## config.mk

```make
export PLATFORM = sky130hd
export DESIGN_NAME = bg_index_fetch_flat
export DESIGN_NICKNAME = d
export VERILOG_FILES = /design/src/rtl/bg_index_fetch_pkg.sv /design/src/rtl/bg_index_fetch_if.sv /design/src/rtl/bg_index_fetch_rom.sv /design/src/rtl/bg_index_fetch.sv /design/src/flat_wrapper.sv
export SDC_FILE = /design/constraint.sdc
export NUM_CORES = 1
export LEC_CHECK = 0
export CAP_MARGIN = 0
export CORE_ASPECT_RATIO = 0.9
export CORE_MARGIN = 2
export CORE_UTILIZATION = 45
export CTS_CLUSTER_SIZE = 20
export DETAILED_ROUTE_END_ITERATION = 16
export PLACE_DENSITY = 0.74
export REMOVE_ABC_BUFFERS = 1
export SLEW_MARGIN = 15
export SYNTH_ARGS = -nofsm -noshare
export SYNTH_HDL_FRONTEND = slang
export SYNTH_SLANG_ARGS = --single-unit
export TNS_END_PERCENT = 10
```

## constraint.sdc

```tcl
create_clock -name clk -period 2.4 [get_ports clk]
set_clock_uncertainty 0.05 [all_clocks]
set_input_delay 0.48 -clock clk [delete_from_list [all_inputs] [get_ports clk]]
set_output_delay 0.48 -clock clk [all_outputs]
set_load 0.05 [all_outputs]
```

## src/rtl/bg_index_fetch_pkg.sv

```systemverilog
// Shared constants, types and the image-content function for the background index fetch.
package bg_pkg;

  localparam int SCR_W       = 640;
  localparam int SCR_H       = 480;
  localparam int IMG_W       = 320;
  localparam int IMG_H       = 240;
  localparam int SCALE_SH    = 1;
  localparam int IDX_W       = 5;
  localparam int ADDR_W      = 17;
  localparam int BG_PIPE_LAT = 3;

  typedef logic [IDX_W-1:0]  bg_idx_t;
  typedef logic [ADDR_W-1:0] bg_addr_t;
  typedef logic [9:0]        bg_coord_t;
  typedef logic [8:0]        bg_scroll_t;

  typedef struct packed {
    logic de;
    logic hs;
    logic vs;
  } bg_timing_t;

  // Blanking state of the timing bits: sync lines are active-low, so idle is high.
  localparam bg_timing_t BG_TIMING_IDLE = '{de: 1'b0, hs: 1'b1, vs: 1'b1};

  // Image content: every texel index is a fold of its address bits, so any
  // texel is reproducible from its address without an external image file.
  function automatic bg_idx_t bg_rom_word(input bg_addr_t a);
    return a[4:0] ^ a[9:5] ^ a[14:10] ^ {3'b000, a[16:15]} ^ 5'd7;
  endfunction

  function automatic bg_scroll_t bg_wrap_scroll(input bg_scroll_t s);
    bg_scroll_t r;
    if (s >= 9'(IMG_W)) begin
      r = s - 9'(IMG_W);
    end else begin
      r = s;
    end
    return r;
  endfunction

endpackage

```

## src/rtl/bg_index_fetch_if.sv

```systemverilog
// Pixel stream bundle between the VGA controller side (master) and the index fetch (slave).
interface bg_index_fetch_if;
  import bg_pkg::*;

  bg_coord_t  draw_x;
  bg_coord_t  draw_y;
  logic       de_in;
  logic       hs_in;
  logic       vs_in;
  bg_scroll_t scroll_x;
  bg_idx_t    index;
  logic       de_out;
  logic       hs_out;
  logic       vs_out;

  modport master (
    output draw_x, draw_y, de_in, hs_in, vs_in, scroll_x,
    input  index, de_out, hs_out, vs_out
  );

  modport slave (
    input  draw_x, draw_y, de_in, hs_in, vs_in, scroll_x,
    output index, de_out, hs_out, vs_out
  );

endinterface

```

## src/rtl/bg_index_fetch_rom.sv

```systemverilog
// Synchronous single-port image ROM; output register reads 0 when the enable is low.
module bg_rom
  import bg_pkg::*;
(
  input  logic     clk,
  input  logic     reset_n,
  input  logic     en,
  input  bg_addr_t addr,
  output bg_idx_t  q
);

  bg_idx_t q_d;
  bg_idx_t q_q;

  // Next read word; gated so blanking and out-of-range pixels read black.
  always_comb begin
    q_d = {IDX_W{1'b0}};
    if (en) begin
      q_d = bg_rom_word(addr);
    end else begin
      q_d = {IDX_W{1'b0}};
    end
  end

  // Read register.
  always_ff @(posedge clk or negedge reset_n) begin
    if (!reset_n) begin
      q_q <= {IDX_W{1'b0}};
    end else begin
      q_q <= q_d;
    end
  end

  assign q = q_q;

endmodule

```

## src/rtl/bg_index_fetch.sv

```systemverilog
// Maps VGA pixel coordinates to 2x-upscaled image texels and fetches the palette index, 3-cycle latency.
// Optional horizontal scroll with wrap is enabled by defining BG_SCROLL_EN.
module bg_index_fetch
  import bg_pkg::*;
(
  input  logic            clk,
  input  logic            reset_n,
  bg_index_fetch_if.slave bus
);

  bg_coord_t  x0_d, x0_q;
  bg_coord_t  y0_d, y0_q;
  bg_timing_t t0_d, t0_q;
  bg_timing_t t1_d, t1_q;
  bg_timing_t t2_d, t2_q;
  bg_addr_t   addr_d, addr_q;
  logic       valid1_d, valid1_q;
  logic [9:0] x_half_s;
  logic [9:0] tx_s;
  logic [9:0] ty_s;
  logic       in_range_s;
  bg_idx_t    rom_q_s;

  // Stage 0 capture of the incoming pixel.
  always_comb begin
    x0_d = bus.draw_x;
    y0_d = bus.draw_y;
    t0_d = '{de: bus.de_in, hs: bus.hs_in, vs: bus.vs_in};
  end

  assign x_half_s = x0_q >> SCALE_SH;

`ifdef BG_SCROLL_EN
  bg_scroll_t scroll_d, scroll_q;
  logic [9:0] tx_sum_s;

  // Scroll only changes on a falling registered vsync so a frame never tears.
  always_comb begin
    scroll_d = scroll_q;
    if (t1_q.vs && !t0_q.vs) begin
      scroll_d = bg_wrap_scroll(bus.scroll_x);
    end else begin
      scroll_d = scroll_q;
    end
  end

  // Scroll register.
  always_ff @(posedge clk or negedge reset_n) begin
    if (!reset_n) begin
      scroll_q <= 9'd0;
    end else begin
      scroll_q <= scroll_d;
    end
  end

  // Scrolled texel column, wrapped once since both terms are below the image width.
  always_comb begin
    tx_sum_s = x_half_s + {1'b0, scroll_q};
    if (tx_sum_s >= 10'(IMG_W)) begin
      tx_s = tx_sum_s - 10'(IMG_W);
    end else begin
      tx_s = tx_sum_s;
    end
  end
`else
  // Unscrolled texel column.
  always_comb begin
    tx_s = x_half_s;
  end
`endif

  // Stage 1 address: shift-add for the 320-wide image, constant multiply otherwise.
  always_comb begin
    ty_s       = y0_q >> SCALE_SH;
    in_range_s = (x0_q < 10'(SCR_W)) && (y0_q < 10'(SCR_H));
    addr_d     = {ADDR_W{1'b0}};
    if (in_range_s) begin
      if (IMG_W == 320) begin
        addr_d = (bg_addr_t'(ty_s) << 8) + (bg_addr_t'(ty_s) << 6) + bg_addr_t'(tx_s);
      end else begin
        addr_d = bg_addr_t'(ty_s) * ADDR_W'(IMG_W) + bg_addr_t'(tx_s);
      end
    end else begin
      addr_d = {ADDR_W{1'b0}};
    end
    valid1_d = t0_q.de & in_range_s;
    t1_d     = t0_q;
    t2_d     = t1_q;
  end

  // Pipeline registers for coordinates, address and timing bits.
  always_ff @(posedge clk or negedge reset_n) begin
    if (!reset_n) begin
      x0_q     <= 10'd0;
      y0_q     <= 10'd0;
      t0_q     <= BG_TIMING_IDLE;
      t1_q     <= BG_TIMING_IDLE;
      t2_q     <= BG_TIMING_IDLE;
      addr_q   <= {ADDR_W{1'b0}};
      valid1_q <= 1'b0;
    end else begin
      x0_q     <= x0_d;
      y0_q     <= y0_d;
      t0_q     <= t0_d;
      t1_q     <= t1_d;
      t2_q     <= t2_d;
      addr_q   <= addr_d;
      valid1_q <= valid1_d;
    end
  end

  bg_rom u_rom (
    .clk     (clk),
    .reset_n (reset_n),
    .en      (valid1_q),
    .addr    (addr_q),
    .q       (rom_q_s)
  );

  assign bus.index  = rom_q_s;
  assign bus.de_out = t2_q.de;
  assign bus.hs_out = t2_q.hs;
  assign bus.vs_out = t2_q.vs;

endmodule

```

## src/flat_wrapper.sv

```systemverilog
// flat-port wrapper written by rule: the top's interface ports become plain ports
module bg_index_fetch_flat import bg_pkg::*;
  (clk, reset_n, bus_draw_x, bus_draw_y, bus_de_in, bus_hs_in, bus_vs_in, bus_scroll_x, bus_index, bus_de_out, bus_hs_out, bus_vs_out);
  bg_index_fetch_if bus_i ();
  input  logic clk;
  input  logic reset_n;
  input wire logic [$bits(bus_i.draw_x)-1:0] bus_draw_x;
  input wire logic [$bits(bus_i.draw_y)-1:0] bus_draw_y;
  input wire logic [$bits(bus_i.de_in)-1:0] bus_de_in;
  input wire logic [$bits(bus_i.hs_in)-1:0] bus_hs_in;
  input wire logic [$bits(bus_i.vs_in)-1:0] bus_vs_in;
  input wire logic [$bits(bus_i.scroll_x)-1:0] bus_scroll_x;
  output wire logic [$bits(bus_i.index)-1:0] bus_index;
  output wire logic [$bits(bus_i.de_out)-1:0] bus_de_out;
  output wire logic [$bits(bus_i.hs_out)-1:0] bus_hs_out;
  output wire logic [$bits(bus_i.vs_out)-1:0] bus_vs_out;
  assign bus_i.draw_x = bus_draw_x;
  assign bus_i.draw_y = bus_draw_y;
  assign bus_i.de_in = bus_de_in;
  assign bus_i.hs_in = bus_hs_in;
  assign bus_i.vs_in = bus_vs_in;
  assign bus_i.scroll_x = bus_scroll_x;
  assign bus_index = bus_i.index;
  assign bus_de_out = bus_i.de_out;
  assign bus_hs_out = bus_i.hs_out;
  assign bus_vs_out = bus_i.vs_out;
  bg_index_fetch u_core (.clk(clk), .reset_n(reset_n), .bus(bus_i));
endmodule
```

==> flow_metrics.tcl <==
set metrics [dict create \
    violations "negative setup slack" \
    syn_to_final_growth_pct 25.4 \
    post-route-util 0.581 \
    power_leakage_nw 1.17 \
    critical_path_class "flip-flop to flip-flop" \
    clkSinkCount 50 \
    wirelength_mm 3.09 \
    post_cts_buffers 0 \
    setup_viol 1 \
    rows 23 \
    clock_tree.root_cell "clkbuf_8" \
    grt_overflow 0 \
    slew_viol_final 0 \
    drive_above_1_share 0.157 \
    finalCriticalPeriod_ns 2.40 \
    grt_pass1_wl_mm 5.26 \
    power_mw 1.73 \
    gr-usage-all-layers 0.144 \
    postCtsHoldBufs 0 \
    internal_power_mw 1.28 \
    grt_setup_unrepaired "yes" \
    ys_seq_area_frac 0.616 \
    synthCells 150 \
    grtUsageMet2 0.229 \
    synthDistinctLibCells 32 \
    cp_max_fo 3 \
    grt_antenna_before_repair 0 \
    seq_power_share 0.533 \
    synth_area_leaders "dfrtp_1 54%, ha_1 10%, dfstp_2 7.7%" \
    grt.busiest_layer "met2" \
    grt_max_degree 51 \
    hold_violations 0 \
    wl_per_cell_um 12.2 \
    rrSetupSlack_ns -0.001 \
    switching_share 0.257 \
    layout.nets 243 \
    holdWs_ns 0.212 \
    grt_pass1_vias 1170 \
    met3_usage 0.0457 \
    timing.slew.headroom 0.611 \
    io_pins 42 \
    ys_ff_latch 50 \
    status "finished with violations" \
    p_per_area_nw_per_um2 675 \
    min_path_type "input port to asynchronous set/reset pin" \
    ys_warn_count 0 \
    remaining_drc_errors 0 \
    dr.pass1.iters 4 \
    max_freq_mhz 416 \
    cts_buffers 5 \
    clock_path_buffers 2 \
    start_util 0.464 \
    drt-initial-drc-count 45 \
    worstSetupStartpointType "flip-flop" \
    vias 1190 \
    worstSkewPairLatency_ns 0.30 \
    worstPathRequired_ns 2.57 \
    cts.clk_slew.worst_paths_ns 0.08 \
    combinationalPowerShare 0.183 \
    post_drt_via_cell_ratio 4.70 \
    ir_worst_vdd_v 0.000288 \
    yosysTopAreaCellShare 0.539 \
    dieArea_um2 5090 \
    die_w_um 75.0 \
    synth_area_per_cell_um2 13.6 \
    portBuffers 30 \
    die_y_um 67.9 \
    crit_arrival_ns 2.57 \
    antenna_cells 0 \
    place_congestion 0.886 \
    worstMarginPinSlew_ns 0.583 \
    syn_area_um2 2040 \
    post-route-period-util 1.00 \
    endpoint_kind "flip-flop" \
    dpl.hpwl_mm 2.24 \
    yosys.area.top_type "dfrtp_1" \
    net-switching-power_uw 445 \
    ant_nets 0 \
    clkPwrFrac 0.283 \
    core_um2 4400 \
    fin_ws_ns -0.00101 \
    cts_tree "done" \
    h-tree-depth 2 \
    drv_cap 0 \
    met1_usage 0.171 \
]
-- synth_stat cells (all sizes together) --
master and n:
a211oi 2, a21boi 1, a21o 1, a21oi 4
a31oi 1, and2 15, and4 1, clkbuf 1
dfrtp 44, dfstp 6, fa 2, ha 17
inv 7, mux2i 2, nand2 4, nand2b 3
nand3 4, nor2 4, nor2b 1, nor3 5
nor4 1, o2111ai 1, o211ai 1, o21a 1
o21ai 3, o21bai 1, o31a 1, or3 1
xnor2 10, xor2 5
-- flip-flops by register name, summed over array words and instances (netlist names) --
signal             flops
u_core.u_rom.q         5
u_core.bus.de_out      1
u_core.x0_q            9
u_core.y0_q            9
u_core.addr_q         17
u_core.t0_q            3
u_core.bus.vs_out      1
u_core.t1_q            3
u_core.valid1_q        1
u_core.bus.hs_out      1
-- kinds of logic after synthesis --
kind of cell / count (synthesis) / synth area share
AO/OA/AOI/OAI: 17 / 0.0576
multiplexers: 2 / 0.00980
AND/OR/NAND/NOR: 39 / 0.113
adder cells (fa/ha/maj): 19 / 0.124
buffers and inverters: 8 / 0.0147
flip-flops: 50 / 0.616
XOR/XNOR: 15 / 0.0643
-- per-layer routing --
layer  wire, um  vias up
met3        155        9
met5          0        -
met2       1560       35
met4         77        0
li1           -      579
met1       1290      567
-- layout by cell type (no fill, tap or decap), types with 2 or more instances in the layout --
master and instances:
nand2_1 4, clkbuf_8 6, dfstp_2 6, nand2b_1 3, inv_1 4, dfrtp_1 44, ha_1 17, mux2i_1 2
xnor2_1 10, xor2_1 5, inv_2 3, nor2_1 4, o21ai_0 3, nand3_1 4, nor3_2 2, clkdlybuf4s50_1 29
buf_4 4, and2_1 15, a21oi_1 3, nor3_1 2
-- critical path: stages (launching register included) --
cell      delay, ns
dfrtp_1        0.39
ha_1           0.30
ha_1           0.25
fa_2           0.43
a211oi_4       0.29
nor3_2         0.08
o31a_1         0.33
nor3_2         0.20
-- through the flow --
step / instance area (um^2) / worst slack (ns) / std cells / TNS [ns]
after floorplan: 2040 / 0.0490 / 149 / 0
after global placement: 2440 / -0.0806 / 245 / -0.112
after detailed placement: 2440 / -0.0942 / 245 / -0.124
after CTS: 2540 / 0.00918 / 253 / 0
after global routing: 2560 / -0.0688 / 253 / -0.112
final: 2560 / -0.00101 / 253 / -0.00101
-- worst paths after layout --
path                           startpoint                 to  cells after the start
setup / recovery           u_core.y0_q[2]  u_core.addr_q[15]                      7
hold / removal                    reset_n  u_core.u_rom.q[0]                      2
setup reg to reg           u_core.y0_q[2]  u_core.addr_q[15]                      7
hold reg to reg            u_core.t1_q[2]  u_core.bus.de_out                      0
max in group asynchronous         reset_n     u_core.y0_q[5]                      2
min in group clk           u_core.t1_q[2]  u_core.bus.de_out                      0
-- what timing repair did --
| action | CTS | global route |
|---|---|---|
| pin swaps | 1 | 7 |
| gates cloned | 0 | 0 |
| gates resized for setup | 2 | 6 |
| endpoints found under the setup margin | 2 | 3 |
-- area by class of cell --
class	instances	area, um^2
Inverter	7	26.3
Timing Repair Buffer	34	325
Clock buffer	6	82.6
Tap cell	62	77.6
Clock inverter	2	12.5
Multi-Input combinational cell	92	777
Sequential cell	50	1260
Fill cell	376	1840
-- power groups by stage --
stage / Sequential (mW) / Combinational, mW / Clock (mW)
2_1_floorplan: 0.963 / 0.170 / 0
3_3_place_gp: 0.937 / 0.301 / 0
3_5_place_dp: 0.939 / 0.306 / 0
4_1_cts: 0.922 / 0.311 / 0.510
5_1_grt: 0.928 / 0.353 / 0.548
6_report: 0.921 / 0.317 / 0.489
Power figures use the tool's default switching activity.
